### src/rtl/gt_pll_reset_seq.sv
// gt_pll_reset_seq
//   Power-up/reset sequencer for one GTPE2_COMMON PLL (one instance per PLL).
//   Holds the PLL in power-down, pulses reset, waits for lock with a timeout
//   and retry budget, then qualifies lock stability before flagging ready.
//   Any lock or refclk loss re-sequences from reset.
//
// Ports
//   clk             in   sequencer clock (also feeds PLLxLOCKDETCLK)
//   rst_n           in   asynchronous active-low reset
//   enable          in   level: 1 = bring PLL up, 0 = power it down
//   pll_lock        in   PLLxLOCK, asynchronous to clk
//   pll_refclklost  in   PLLxREFCLKLOST, asynchronous to clk
//   pll_pd          out  to PLLxPD
//   pll_reset       out  to PLLxRESET
//   pll_ready       out  PLL locked and qualified
//   pll_fail        out  retry budget exhausted
//   lock_lost       out  sticky: lock or refclk lost while ready
//   retry_cnt       out  retry events since last ready / enable low
//   state           out  current state encoding (debug)
//
// state     | meaning
// ----------+-----------------------------------------------------------
// PD     0  | power-down held for PD_CYCLES once enable is seen
// RST    1  | PLL reset asserted with PD low for RESET_CYCLES
// WAIT   2  | waiting for synced lock, bounded by LOCK_TIMEOUT
// STABLE 3  | lock must hold LOCK_STABLE consecutive cycles
// READY  4  | PLL qualified; loss sets lock_lost and retries
// FAIL   5  | retry budget exhausted; terminal until enable drops

module gt_pll_reset_seq #(
  parameter int PD_CYCLES    = 64,
  parameter int RESET_CYCLES = 16,
  parameter int LOCK_TIMEOUT = 65536,
  parameter int LOCK_STABLE  = 256,
  parameter int MAX_RETRY    = 7,
  parameter int RW           = 3
) (
  input  logic          clk,
  input  logic          rst_n,
  input  logic          enable,
  input  logic          pll_lock,
  input  logic          pll_refclklost,
  output logic          pll_pd,
  output logic          pll_reset,
  output logic          pll_ready,
  output logic          pll_fail,
  output logic          lock_lost,
  output logic [RW-1:0] retry_cnt,
  output logic [2:0]    state
);

  typedef enum logic [2:0] {
    ST_PD     = 3'd0,
    ST_RST    = 3'd1,
    ST_WAIT   = 3'd2,
    ST_STABLE = 3'd3,
    ST_READY  = 3'd4,
    ST_FAIL   = 3'd5
  } state_e;

  localparam logic [31:0]   PD_LAST     = 32'(PD_CYCLES - 1);
  localparam logic [31:0]   RESET_LAST  = 32'(RESET_CYCLES - 1);
  localparam logic [31:0]   TIMEOUT_LAST = 32'(LOCK_TIMEOUT - 1);
  localparam logic [31:0]   STABLE_LAST = 32'(LOCK_STABLE - 1);
  localparam logic [RW-1:0] RETRY_MAX   = RW'(MAX_RETRY);

  logic lock_meta_q, lock_s_q;
  logic lost_meta_q, lost_s_q;

  state_e        state_q, state_d;
  logic [31:0]   cnt_q, cnt_d;
  logic [RW-1:0] retry_q, retry_d;
  logic          lock_lost_q, lock_lost_d;
  logic          retry_ev;

  // Two-flop synchronizers for the asynchronous PLL status inputs.
  always_ff @(posedge clk or negedge rst_n) begin
    if (!rst_n) begin
      lock_meta_q <= 1'b0;
      lock_s_q    <= 1'b0;
      lost_meta_q <= 1'b0;
      lost_s_q    <= 1'b0;
    end else begin
      lock_meta_q <= pll_lock;
      lock_s_q    <= lock_meta_q;
      lost_meta_q <= pll_refclklost;
      lost_s_q    <= lost_meta_q;
    end
  end

  always_ff @(posedge clk or negedge rst_n) begin
    if (!rst_n) begin
      state_q     <= ST_PD;
      cnt_q       <= '0;
      retry_q     <= '0;
      lock_lost_q <= 1'b0;
    end else begin
      state_q     <= state_d;
      cnt_q       <= cnt_d;
      retry_q     <= retry_d;
      lock_lost_q <= lock_lost_d;
    end
  end

  always_comb begin
    state_d     = state_q;
    cnt_d       = cnt_q + 32'd1;
    retry_d     = retry_q;
    lock_lost_d = lock_lost_q;
    retry_ev    = 1'b0;

    unique case (state_q)
      ST_PD: begin
        if (cnt_q == PD_LAST) state_d = ST_RST;
      end
      ST_RST: begin
        if (cnt_q == RESET_LAST) state_d = ST_WAIT;
      end
      ST_WAIT: begin
        // Refclk loss outranks lock; lock outranks the timeout.
        if (lost_s_q)                   retry_ev = 1'b1;
        else if (lock_s_q)              state_d  = ST_STABLE;
        else if (cnt_q == TIMEOUT_LAST) retry_ev = 1'b1;
      end
      ST_STABLE: begin
        // A drop on the final count still retries rather than qualifying.
        if (!lock_s_q || lost_s_q) retry_ev = 1'b1;
        else if (cnt_q == STABLE_LAST) begin
          state_d = ST_READY;
          retry_d = '0;
        end
      end
      ST_READY: begin
        cnt_d = cnt_q;
        if (!lock_s_q || lost_s_q) begin
          lock_lost_d = 1'b1;
          retry_ev    = 1'b1;
        end
      end
      ST_FAIL: begin
        cnt_d = cnt_q;
      end
      default: begin
        state_d = ST_PD;
      end
    endcase

    // Several simultaneous causes collapse into a single retry event.
    if (retry_ev) begin
      if (retry_q == RETRY_MAX) begin
        state_d = ST_FAIL;
      end else begin
        retry_d = retry_q + RW'(1);
        state_d = ST_RST;
      end
    end

    if (state_d != state_q) cnt_d = '0;

    if (!enable) begin
      state_d     = ST_PD;
      cnt_d       = '0;
      retry_d     = '0;
      lock_lost_d = 1'b0;
    end
  end

  assign pll_pd    = (state_q == ST_PD) || (state_q == ST_FAIL);
  assign pll_reset = (state_q == ST_PD) || (state_q == ST_RST) || (state_q == ST_FAIL);
  assign pll_ready = (state_q == ST_READY);
  assign pll_fail  = (state_q == ST_FAIL);
  assign lock_lost = lock_lost_q;
  assign retry_cnt = retry_q;
  assign state     = state_q;

endmodule

### config.mk
export PLATFORM = sky130hd
export DESIGN_NAME = gt_pll_reset_seq
export DESIGN_NICKNAME = d
export VERILOG_FILES = /design/src/rtl/gt_pll_reset_seq.sv
export SDC_FILE = /design/constraint.sdc
export NUM_CORES = 1
export LEC_CHECK = 0
export ABC_AREA = 0
export BUFFER_PORTS_ARGS = -buffer_cell sky130_fd_sc_hd__buf_2
export CORE_MARGIN = 2
export CORE_UTILIZATION = 35
export CTS_CLUSTER_DIAMETER = 60
export DETAILED_ROUTE_END_ITERATION = 16
export GPL_TIMING_DRIVEN = 1
export PLACE_DENSITY = 0.55
export SYNTH_ARGS = -nofsm -noshare
export SYNTH_HDL_FRONTEND = slang
export SYNTH_SLANG_ARGS = --single-unit
export TNS_END_PERCENT = 1
### constraint.sdc
create_clock -name clk -period 3.4 [get_ports clk]
set_input_delay 0.51 -clock clk [delete_from_list [all_inputs] [get_ports clk]]
set_output_delay 0.51 -clock clk [all_outputs]
set_load 0.1 [all_outputs]
## Word level (Yosys, flattened, before mapping)

Cells that the tools add are included.

| storage, ports and cells | value |
|---|---|
| register bits after elaboration | 43 |
| input port bits | 5 |

| cells by class | value |
|---|---|
| reduce and logical (&&, ||, !) cells | 9 |
| equal/unequal tests | 14 |
| mux-type cells | 27 |
| $add $sub $neg | 2 |

Operators by type and width:

| kind | count |
|---|---|
| two-way mux 32 bit | 3 |
| two-way mux 3 bit | 15 |
| adder 32 x 1 -> 32 bit (second input constant) | 1 |
| equality test 32 x 16 -> 1 bit (second input constant) | 1 |
| equality test 32 x 4 -> 1 bit (second input constant) | 1 |
| equality test 32 x 6 -> 1 bit (second input constant) | 1 |
| equality test 32 x 8 -> 1 bit (second input constant) | 1 |
| case mux 3 bit (5 select lines) | 1 |
| equality test 3 bit (second input constant) | 3 |
| two-way mux 1 bit | 7 |
| equality test 3 x 2 -> 1 bit (second input constant) | 2 |
| logical OR 1 bit | 4 |
| != test 2 x 1 -> 1 bit (second input constant) | 2 |
| OR reduction 2 bit | 2 |
| adder 3 x 1 -> 3 bit (second input constant) | 1 |
| equality test 3 x 1 -> 1 bit (second input constant) | 1 |
| logical NOT 3 bit | 1 |
| != test 3 x 2 -> 1 bit (second input constant) | 1 |
| != test 3 bit | 1 |
| case mux 1 bit (2 select lines) | 1 |
| AND reduction 2 bit | 1 |
| logical NOT 1 bit | 1 |

## Longest topological paths before layout

Gate-level depths: netlist of run 1.

| depth | value |
|---|---|
| word-level depth | 9 |
| depth in mapped cells | 10 |

## Worst setup path before layout of run 1

No wires, ideal clock.

| timing | value |
|---|---|
| kind | register to register |
| from | register state_q[2], in the netlist state[2] |
| to | register cnt_q[0] |
| cell stages (with the launch flop) | 10 |
| buffers on the path | 3 |
| slack | -0.959 ns |
| data arrival time | 4.209 ns |
| clock period less this slack | 4.359 ns |
| path through | dfrtp_1 -> clkbuf_1 -> nand2b_1 -> clkbuf_1 -> nor2_1 -> o221ai_1 -> o21a_1 -> o21ai_1 -> clkbuf_1 -> a211oi_2 |

| between the ends | value |
|---|---|
| cells in the longest elaborated chain, start to end | 7 |
| elaborated cells on any way between the ends | 21 |
| those cells by class | eq/ne: 7; mux: 11; reduce/logical: 3 |

Ends and longest elaborated chain:

| item | RTL line | text |
|---|---|---|
| start: declaration | 70 | `state_e state_q, state_d;` |
| start signal: assignment | 98 | `state_q <= state_d;` |
| equality test 3 bit * | -- |  |
| named net pll_ready | 45 | `output logic pll_ready,` |
| OR reduction 2 bit (no source line) | -- |  |
| case mux 3 bit (5 select lines) / case mux 1 bit (2 select lines) (equally long branches) | 112 | `unique case (state_q)` |
| two-way mux 3 bit | 149 | `if (retry_ev) begin` |
| != test 3 bit | 158 | `if (state_d != state_q) cnt_d = '0;` |
| two-way mux 32 bit | 158 |  |
| two-way mux 32 bit | 160 | `if (!enable) begin` |
| end signal: assignment | 99 | `cnt_q <= cnt_d;` |
| end: declaration | 71 | `logic [31:0] cnt_q, cnt_d;` |

Mark *: on every way through the listed nets, which the timed path passes. The rest lies on a longest branch.
A chain may end at the register's enable or synchronous reset.

## Worst setup path in the final report of run 1

| timing | value |
|---|---|
| from | register cnt_q[16] |
| to | register cnt_q[7] |

| between the ends | value |
|---|---|
| cells in the longest elaborated chain, start to end | 9 |
| elaborated cells on any way between the ends | 18 |
| those cells by class | eq/ne: 6; mux: 12 |

Ends and longest elaborated chain:

| item | RTL line | text |
|---|---|---|
| equality test 32 x 16 -> 1 bit | 123 | `else if (cnt_q == TIMEOUT_LAST) retry_ev = 1'b1;` |
| two-way mux 1 bit | 123 |  |
| two-way mux 1 bit | 122 | `else if (lock_s_q) state_d = ST_STABLE;` |
| two-way mux 1 bit | 121 | `if (lost_s_q) retry_ev = 1'b1;` |
| case mux 1 bit (2 select lines) | 112 |  |
| two-way mux 3 bit * | 149 |  |
| != test 3 bit * | 158 |  |
| two-way mux 32 bit | 158 |  |
| two-way mux 32 bit | 160 |  |

Mark *: on every way between the ends. The rest lies on a longest branch, timed or not.

==> results of run 1 <==
==> cell type report <==
class | count | share of cell area
Sequential cell | 43 | 0.3626
Inverter | 7 | 0.008853
Clock buffer | 6 | 0.02445
Clock inverter | 2 | 0.02024
Timing Repair Buffer | 23 | 0.04553
Tap cell | 99 | 0.04174
Multi-Input combinational cell | 186 | 0.4966
==> cells in the final DEF, fill, tap and decap left out, types with 3 or more instances in the layout <==
cell / instances
nor2b_1: 3
nand4_1: 11
or4_1: 3
buf_2: 15
nor3_1: 9
buf_4: 8
nand2_1: 20
a21oi_1: 5
a211oi_2: 30
and4_1: 7
nand3_1: 8
nor4_1: 5
and3_1: 3
inv_1: 7
xnor2_1: 14
ha_1: 3
clkbuf_8: 5
dfrtp_1: 43
nor2_1: 13
xor2_1: 18
==> per-stage QoR <==
step / utilization / cell area, um^2 / worst slack, ps / setup TNS (ps) / hold WS, ps
5_1_grt: 0.4070 / 2968 / 191.5 / 0 / 303.6
4_1_cts: 0.4070 / 2968 / 339.9 / 0 / 308.6
3_3_place_gp: 0.3888 / 2835 / 429.8 / 0 / 333.8
3_5_place_dp: 0.3888 / 2835 / 347.8 / 0 / 334.7
6_report: 0.4070 / 2968 / 345.8 / 0 / 319.5
2_1_floorplan: - / 2668 / -21.15 / -306.5 / 214.4
==> flip-flops by register name, indices dropped and copies added, names as in the netlist <==
signal	cells
lost_meta_q	1
lock_lost	1
lock_s_q	1
state	3
retry_cnt	3
lost_s_q	1
cnt_q	32
lock_meta_q	1
==> routing by layer <==
| layer | track usage | part of all wire | vias up |
|---|---|---|---|
| met5 | 0 | 0 | - |
| met4 | 0.03409 | 0.0084 | 0 |
| met3 | 0.02739 | 0.036 | 6 |
| met2 | 0.2272 | 0.46 | 45 |
| met1 | 0.2066 | 0.49 | 990 |
| li1 | - | - | 963 |
==> kinds of logic (layout without fill, tap and decap cells) <==
family                     count (synthesis)  in the layout  synth area share
and+or+nand+nor                           96             96            0.2112
AOI/OAI and AO/OA                         53             53            0.2023
DFF                                       43             43            0.4045
xor gates and xnor gates                  32             32            0.1054
buffers and inverters                     23             38           0.05503
adders and majority gates                  3              3           0.01411
muxes                                      2              2          0.007526
==> power breakdown <==
group          internal [W]  switching [W]
clock              0.000294       0.000182
combinational     0.0000105      0.0000294
sequential         0.000516     0.00000377
total              0.000820       0.000215
==> worst paths after layout <==
| kind | start | to | slack (ps) | depth (start not counted) |
|---|---|---|---|---|
| worst min-delay path | pll_lock | lock_meta_q | 320 | 1 |
| max in group asynchronous | rst_n | cnt_q[14] | 2430 | 1 |
| worst max-delay path | cnt_q[16] | cnt_q[7] | 350 | 7 |
| worst max register to register | cnt_q[16] | cnt_q[7] | 350 | 7 |
| min in group asynchronous | rst_n | cnt_q[24] | 370 | 1 |
| worst min register to register | lock_meta_q | lock_s_q | 350 | 0 |
==> summary.md, run 1 <==
| Metric | Value |
|---|---|
| Design Power | `roughly 0.0010 W` |
| Layout Skew | `9.508 ps` |
| Initial antenna violation count | `0` |
| Max cap viols | `0` |
| RSZ-0062 raised after global routing | `false` |
| Post-CTS setup buffers | `0` |
| Post-DR vias/cell | `about 5.5` |
| Worst skew pair latency | `~300 ps` |
| Setup Viol. Count Final | `0` |
| Worst rel slew slack | `0.3517` |
| First-pass GRT wire length | `9.701 mm` |
| Worst endpoint data arrival time | `3260 ps` |
| Synth top area cells | `dfrtp_1, a211oi_2, xor2_1, xnor2_1, nand2_1` |
| Minimum clock period | `3054 ps` |
| Routed Antenna Nets | `0` |
| Worst Setup Path Type | `reg -> reg` |
| Number of global-route vias before repair | `1948` |
| DRT iter0 DRCs | `between 100 and 150` |
| DR pass1 iterations | `4` |
| CTS Buf Count | `5` |
| Gr usage total | `0.1447` |
| Yosys warnings | `0` |
| Hold-fix buffers, CTS | `0` |
| I/O pin cnt | `16` |
| Mapped Avg Cell Area | `10.56 um^2` |
| Worst-path clk slew | `around 80 ps` |
| Reg area | `about 1100 um^2` |
| CTS tree | `built` |
| Sequential share of the synthesized area | `0.4045` |
| Top delay family on crit path | `simple AND/OR/NAND/NOR gates` |
| Die area | `8314 um^2` |
| Post-synth top cells | `dfrtp_1, a211oi_2, nand2_1` |
| GRT overflow | `0` |
| Share of layout cells above drive strength 1 | `0.2622` |
| Max IR drop VDD | `210.2 uV` |
| Post-synth EDFFs | `0` |
| Critical path, cell by cell | `or4_4 -> nor4_4 -> nand4_4 -> a221o_1 -> or3_1 -> buf_4 -> a211oi_1` |
| Via count | `2004` |
| Fin. Hold Viols | `0` |
| CORE AREA | `7292 um^2` |
| Setup crit end kind | `register` |
| Buf+Inv Stages, Crit Path | `1` |
| Largest net degree at the start of global routing | `44` |
| PD cells | `349.1 nW/um^2` |
| Post-synthesis cell count | `252` |
| Routed WL | `5.709 mm` |
| Count leader, synth | `dfrtp_1` |
| Most used flip-flop cell after synthesis | `dfrtp_1` |
| Clock Path Buffers | `2` |
| Worst min path class | `in -> reg` |
| Root buffer cell | `clkbuf_8` |
| DRC | `0` |
| Layout Cells excl Fill | `366` |
| FMAX | `roughly 330 MHz` |
| Drt wl/cell | `15.60 um` |
| Cell variety after synth | `45` |
| Critical Path RT | `3600 ps` |
| Share of the synthesized area in the top cell type | `0.4045` |
| Slowest stage delay, CP | `560 ps` |
| Fillers | `~770` |
| N_diodes | `0` |
| Post-layout nets | `~270` |
| Mapped cell area | `about 2700 um^2` |
| Initial Util | `0.3648` |
| Routability Congestion | `0.8152` |
| Post-Place Cells | `358` |
| Critical-path maximum fanout | `32` |
| Placement Rows | `31` |
| CTS resizes | `0` |
| Area of the multi-input gates | `1474 um^2` |
| Vert. Die Dim | `91.18 um` |
| Worst slew pin tran | `approximately 1000 ps` |
| Net count after synthesis | `260` |
| Syn-to-layout area delta | `11.57%` |
| Asr flop ratio synth | `1.000` |
| Port bufs | `15` |
| Area leader, netlist | `dfrtp_1` |
| H-tree depth | `2` |
| Leak | `1.147 nW` |
| Slew Limit Fails | `0` |
| Chip Width | `91.18 um` |
| FF+latch count, synth | `43` |
| Startpoint types | `register` |
| Outcome | `finished clean` |
| Clk sink count | `43` |
| Post-detail-place hpwl | `3.864 mm` |
| Slowest cell on the critical path | `or4_4` |
| Fin crit share | `0.8983` |
Power figures use the tool's default switching activity.
==> run 2, diff against run 1 <==
clock period = 3.3 ns   (was 3.4 ns; I/O delays follow)
==> run 2 against run 1 <==
  * Sequential share of layout area increased by 0.40 points
  * Sequential power rose by 3%
  * Global-route usage grew 0.65 points
  * Clock power is 29% lower
  * Clock-buffer cell count unchanged
  * Via count fell by 0.45%
  * Utilization shrank 0.39 points
  * Worst setup slack lost 11 ps
  * First-iteration DRC count rose by 15%
  * Power shrank 12%
  * Critical path type unchanged
  * Clock skew down 1.7 ps
  * Cell area is 0.97% lower
==> summary.md, run 2 (synthesized netlist as in run 1, its figures left out) <==
| Metric | Value |
|---|---|
| Outcome | `finished clean` |
| Post-CTS setup buffers | `0 (unchanged)` |
| Layout Skew | `7.847 ps (-1.661 ps)` |
| DP Area | `2854 um^2 (+0.66%)` |
| GR Util met2 | `0.2222 (-0.004938)` |
| Hold-fix buffers, CTS | `0 (unchanged)` |
| Post-route cell area | `2939 um^2 (-0.97%)` |
| Fin crit share | `0.8987 (about the same)` |
| Worst rel slew slack | `0.3042 (-0.04753)` |
| Post-layout nets | `273 (-0.36%)` |
| Hold slack | `298.4 ps (-21.09 ps)` |
| Fin. Hold Viols | `0 (unchanged)` |
| Gr usage total | `0.1512 (+0.006514)` |
| Die area | `8314 um^2 (unchanged)` |
| Post-DR vias/cell | `5.466 (-0.18%)` |
| Design Power | `0.0009159 W (-12%)` |
| Max cap viols | `0 (unchanged)` |
| Clk sink count | `43 (unchanged)` |
| Setup crit end kind | `register` |
| Share of layout cells above drive strength 1 | `0.2632 (+0.0009856)` |
| Commonest non-fill, non-tap cell in the layout | `dfrtp_1` |
| Setup Viol. Count Final | `0 (unchanged)` |
| DRT iter0 DRCs | `116 (+15%)` |
| CTS tree | `built` |
| CORE AREA | `7292 um^2 (unchanged)` |
| Chip Width | `91.18 um (unchanged)` |
| DR pass1 iterations | `4 (unchanged)` |
| Root buffer cell | `clkbuf_8` |
| Largest net degree at the start of global routing | `44 (unchanged)` |
| Drt wl/cell | `15.81 um (+1.4%)` |
| Critical Path RT | `3520 ps (-80 ps)` |
| Fillers | `752 (-1.8%)` |
| Area of the multi-input gates | `1474 um^2 (unchanged)` |
| Max IR drop VDD | `110.0 uV (-48%)` |
| Placement Rows | `31 (unchanged)` |
| Max FFs per register | `32 (unchanged)` |
| Worst-path clk slew | `90 ps (about the same)` |
| Vert. Die Dim | `91.18 um (unchanged)` |
| Met1 global-route usage | `0.2244 (+0.01783)` |
| Reg with most FFs | `cnt_q` |
| Grt peak-use layer | `met1` |
| Routed Antenna Nets | `0 (unchanged)` |
| Number of global-route vias before repair | `1963 (+0.77%)` |
| Routed WL | `5.772 mm (+1.1%)` |
| PD cells | `311.6 nW/um^2 (-11%)` |
| Critical-path maximum fanout | `19 (-41%)` |
| Reg area | `1077 um^2 (+0.12%)` |
| Via count | `1995 (-0.45%)` |
| Startpoint types | `register` |
| First-pass GRT wire length | `10.16 mm (+4.8%)` |
| Post-Place Cells | `357 (-0.28%)` |
| Clock Path Buffers | `2 (unchanged)` |
| Minimum clock period | `2966 ps (-88.53 ps)` |
| Leak | `1.128 nW (-1.7%)` |
| Initial antenna violation count | `0 (unchanged)` |
| Port bufs | `15 (unchanged)` |
| Worst Setup Path Type | `reg -> reg` |
| Slew Limit Fails | `0 (unchanged)` |
| Layout Cells excl Fill | `365 (-0.27%)` |
| I/O pin cnt | `16 (unchanged)` |
| R2r setup slk | `330 ps (about the same)` |
| Initial Util | `0.3648 (unchanged)` |
| RSZ-0062 raised after global routing | `false` |
| Post-detail-place hpwl | `3.906 mm (+1.1%)` |
| DRC | `0 (unchanged)` |
| H-tree depth | `2 (unchanged)` |
| Syn-to-layout area delta | `10.49%` |
| GRT overflow | `0 (unchanged)` |
| CTS Buf Count | `5 (unchanged)` |
| FMAX | `337.2 MHz (+3.0%)` |
| Worst skew pair latency | `300 ps (about the same)` |
| Commonest cells after routing, fill and taps aside | `dfrtp_1, a211oi_2, nand2_1` |
| Worst min path class | `in -> reg` |
| N_diodes | `0 (unchanged)` |
| CTS resizes | `0 (unchanged)` |
| Worst endpoint data arrival time | `3180 ps (-80 ps)` |
| Routability Congestion | `0.9019 (+11%)` |
| Core Util, Final | `0.4031 (-0.003947)` |
| Met3 Use GR | `0.02988 (+0.002490)` |
| Worst slew pin tran | `1034 ps (+61.76 ps)` |
[run 2: cell count changes in the layout (fill, tap and decap cells not counted), sizes merged]
cell / previous run / this run
bufinv: 2 / 0
buf: 23 / 22
clkinv: 0 / 1
clkinvlp: 0 / 1
[run 2: where the power goes]
part,internal (W),switching [W]
logic,0.0000125,0.0000309
clock network,0.000148,0.000188
registers,0.000532,0.00000400
[run 2: worst paths after layout]
path,startpoint,to,cells after the start
max,cnt_q[16],cnt_q[8],7
min,pll_refclklost,lost_meta_q,1
max reg2reg,cnt_q[16],cnt_q[8],7
min reg2reg,lock_meta_q,lock_s_q,0
max in group asynchronous,rst_n,state[2],1
min in group asynchronous,rst_n,cnt_q[0],1
[run 2: final cells by class]
cell class / instances / share of cell area
multi-input cells: 186 / 0.5015
flip-flops and latches: 43 / 0.3665
repair buffers: 22 / 0.05194
well taps: 99 / 0.04215
clock buffers: 6 / 0.02469
inverters: 7 / 0.008940
clock inverters: 2 / 0.004257
[run 2: layer usage]
| layer | up-vias | routed length, um |
|---|---|---|
| met5 | - | 0 |
| met4 | 0 | 55 |
| met3 | 5 | 203 |
| met2 | 37 | 2649 |
| met1 | 991 | 2865 |
| li1 | 962 | - |
[run 2: worst max-delay path, cell delays in order, from the launching register on]
cell,delay [ps]
dfrtp_1,430
or4_4,560
nor4_4,360
nand4_4,210
a221o_1,410
or3_1,400
buf_4,250
a211oi_1,250
[run 2: metrics by stage]
step	setup TNS (ps)	worst slack [ps]
global route	0	194.8
CTS	0	321.8
global placement	0	391.0
detailed placement	0	337.4
floorplan	-106.2	-106.2
finish	0	334.3
==> run 3, diff against run 2 <==
CORE_UTILIZATION = 45   (was 35)
PLACE_DENSITY = 0.66   (was 0.55)
REMOVE_ABC_BUFFERS = 1   (was unset)
==> run 3 against run 2 <==
  * Non-clock buffer count decreased by 3
  * Via count decreased by 2.6%
  * Cell area decreased by 0.89%
  * Cell count decreased by 7.4%
  * Critical path type unchanged
  * Largest cell class unchanged
==> summary.md, run 3 (synthesized netlist as in run 1, its figures left out) <==
| Metric | Value |
|---|---|
| CTS tree | `built` |
| Commonest cells after routing, fill and taps aside | `dfrtp_1, a211oi_2, nand2_1` |
| Worst Setup Path Type | `reg -> reg` |
| Critical-path maximum fanout | `32 (+13)` |
| Design Power | `0.001065 W (+16%)` |
| Syn-to-layout area delta | `9.501%` |
| Buf+Inv Stages, Crit Path | `1 (unchanged)` |
| Max cap viols | `0 (unchanged)` |
| Routability Congestion | `0.8444 (-6.4%)` |
| I/O pin cnt | `16 (unchanged)` |
| FMAX | `323.1 MHz (-4.2%)` |
| Worst slew pin tran | `962.1 ps (-72.05 ps)` |
| Chip Width | `80.89 um (-11%)` |
| Worst endpoint data arrival time | `3290 ps (+110 ps)` |
| CTS Buf Count | `5 (unchanged)` |
| Post-CTS setup buffers | `0 (unchanged)` |
| Vert. Die Dim | `80.89 um (-11%)` |
| Core Util, Final | `0.5009 (+0.09781)` |
| Startpoint types | `register` |
| Max IR drop VDD | `264.3 uV (+140%)` |
| Slowest stage delay, CP | `560 ps (about the same)` |
| Root buffer cell | `clkbuf_8` |
| Hold-fix buffers, CTS | `0 (unchanged)` |
| Port bufs | `15 (unchanged)` |
| CORE AREA | `5816 um^2 (-20%)` |
| Layout Cells excl Fill | `338 (-7.4%)` |
| DRT iter0 DRCs | `163 (+41%)` |
| Die area | `6542 um^2 (-21%)` |
| Initial Util | `0.4574 (+0.09261)` |
| Fin crit share | `0.9379 (+0.03920)` |
| Worst min path class | `in -> reg` |
| Slowest cell on the critical path | `or4_4` |
| Minimum clock period | `3095 ps (+129.4 ps)` |
| Reg with most FFs | `cnt_q` |
| Drt wl/cell | `15.94 um (+0.79%)` |
| Slew Limit Fails | `0 (unchanged)` |
| Routed WL | `5.387 mm (-6.7%)` |
| Via count | `1944 (-2.6%)` |
| Outcome | `finished clean` |
| Post-DR vias/cell | `5.751 (+5.2%)` |
| Leak | `1.133 nW (+0.46%)` |
| Critical path, cell by cell | `or4_4 -> nor4_4 -> nand4_4 -> a221o_1 -> or3_1 -> buf_4 -> a211oi_2` |
| CTS resizes | `0 (unchanged)` |
| PD cells | `365.7 nW/um^2 (+17%)` |
| R2r setup slk | `200 ps (-130 ps)` |
| Max FFs per register | `32 (unchanged)` |
| Post-Place Cells | `330 (-7.6%)` |
| Gr usage total | `0.1862 (+0.03495)` |
| Setup crit end kind | `register` |
| Routed Antenna Nets | `0 (unchanged)` |
| Clock Path Buffers | `2 (unchanged)` |
| RSZ-0062 raised after global routing | `false` |
| Worst-path clk slew | `90 ps (about the same)` |
| Share of layout cells above drive strength 1 | `0.2471 (-0.01601)` |
| Setup Viol. Count Final | `0 (unchanged)` |
| Post-layout nets | `270 (-1.1%)` |
| Post-detail-place hpwl | `3.576 mm (-8.5%)` |
| Layout Skew | `7.416 ps (-0.4314 ps)` |
| Placement Rows | `28 (-9.7%)` |
| Top delay family on crit path | `simple AND/OR/NAND/NOR gates` |
| Clk sink count | `43 (unchanged)` |
| Initial antenna violation count | `0 (unchanged)` |
| GRT overflow | `0 (unchanged)` |
| Number of global-route vias before repair | `1913 (-2.5%)` |
| Largest net degree at the start of global routing | `44 (unchanged)` |
| Worst rel slew slack | `0.3586 (+0.05439)` |
| N_diodes | `0 (unchanged)` |
| Commonest non-fill, non-tap cell in the layout | `dfrtp_1` |
| First-pass GRT wire length | `9.480 mm (-6.7%)` |
| DRC | `0 (unchanged)` |
| DR pass1 iterations | `5 (+1)` |
| Fin. Hold Viols | `0 (unchanged)` |
| H-tree depth | `2 (unchanged)` |
| Critical Path RT | `3500 ps (-20 ps)` |
| Worst skew pair latency | `290 ps (about the same)` |
-- run 3: cell types whose count changed in the layout (fill, tap and decap cells not counted), sizes merged --
| cell | change |
|---|---|
| buf | -3 |
| bufinv | +2 |
| clkinv | -1 |
| clkinvlp | -1 |
-- run 3: path summary, 6_finish.rpt --
| path | start | end | depth (start not counted) |
|---|---|---|---|
| max | cnt_q[16] | cnt_q[2] | 7 |
| min | pll_lock | lock_meta_q | 1 |
| max reg2reg | cnt_q[16] | cnt_q[2] | 7 |
| min reg2reg | lock_meta_q | lock_s_q | 0 |
| max in group asynchronous | rst_n | cnt_q[2] | 1 |
| min in group asynchronous | rst_n | state[2] | 1 |
-- run 3: per-stage QoR --
step                      setup WS [ps]  area (um^2)  hold WS (ps)  TNS [ps]
final                             205.0         2913         305.7         0
after global routing              72.99         2913         291.5         0
after CTS                         191.4         2913         297.7         0
after detailed placement          219.3         2780         337.2         0
after global placement            325.7         2780         332.7         0
after floorplan                   -2657         2540         199.4    -87770
-- run 3: final cells by class --
type | instances | area [um^2]
clock buffer | 6 | 72.57
inverter | 7 | 26.28
multi-input combinational | 186 | 1466
tap | 75 | 93.84
sequential | 43 | 1076
timing repair buffer | 19 | 117.6
fill | 568 | 2903
clock inverter | 2 | 60.06
-- run 3: layer usage --
metal / track usage / share of wire / vias to the layer above
met4: 0.05593 / 0.011 / 0
li1: - / - / 954
met5: 0 / 0 / -
met2: 0.2876 / 0.47 / 29
met1: 0.2687 / 0.49 / 956
met3: 0.03111 / 0.031 / 5
-- run 3: report_power, final --
| group | internal, W | total [W] | switching (W) |
|---|---|---|---|
| Combinational | 0.0000109 | 0.0000415 | 0.0000306 |
| Clock | 0.000303 | 0.000488 | 0.000185 |
| Sequential | 0.000532 | 0.000536 | 0.00000415 |
| Total | 0.000845 | 0.00107 | 0.000220 |
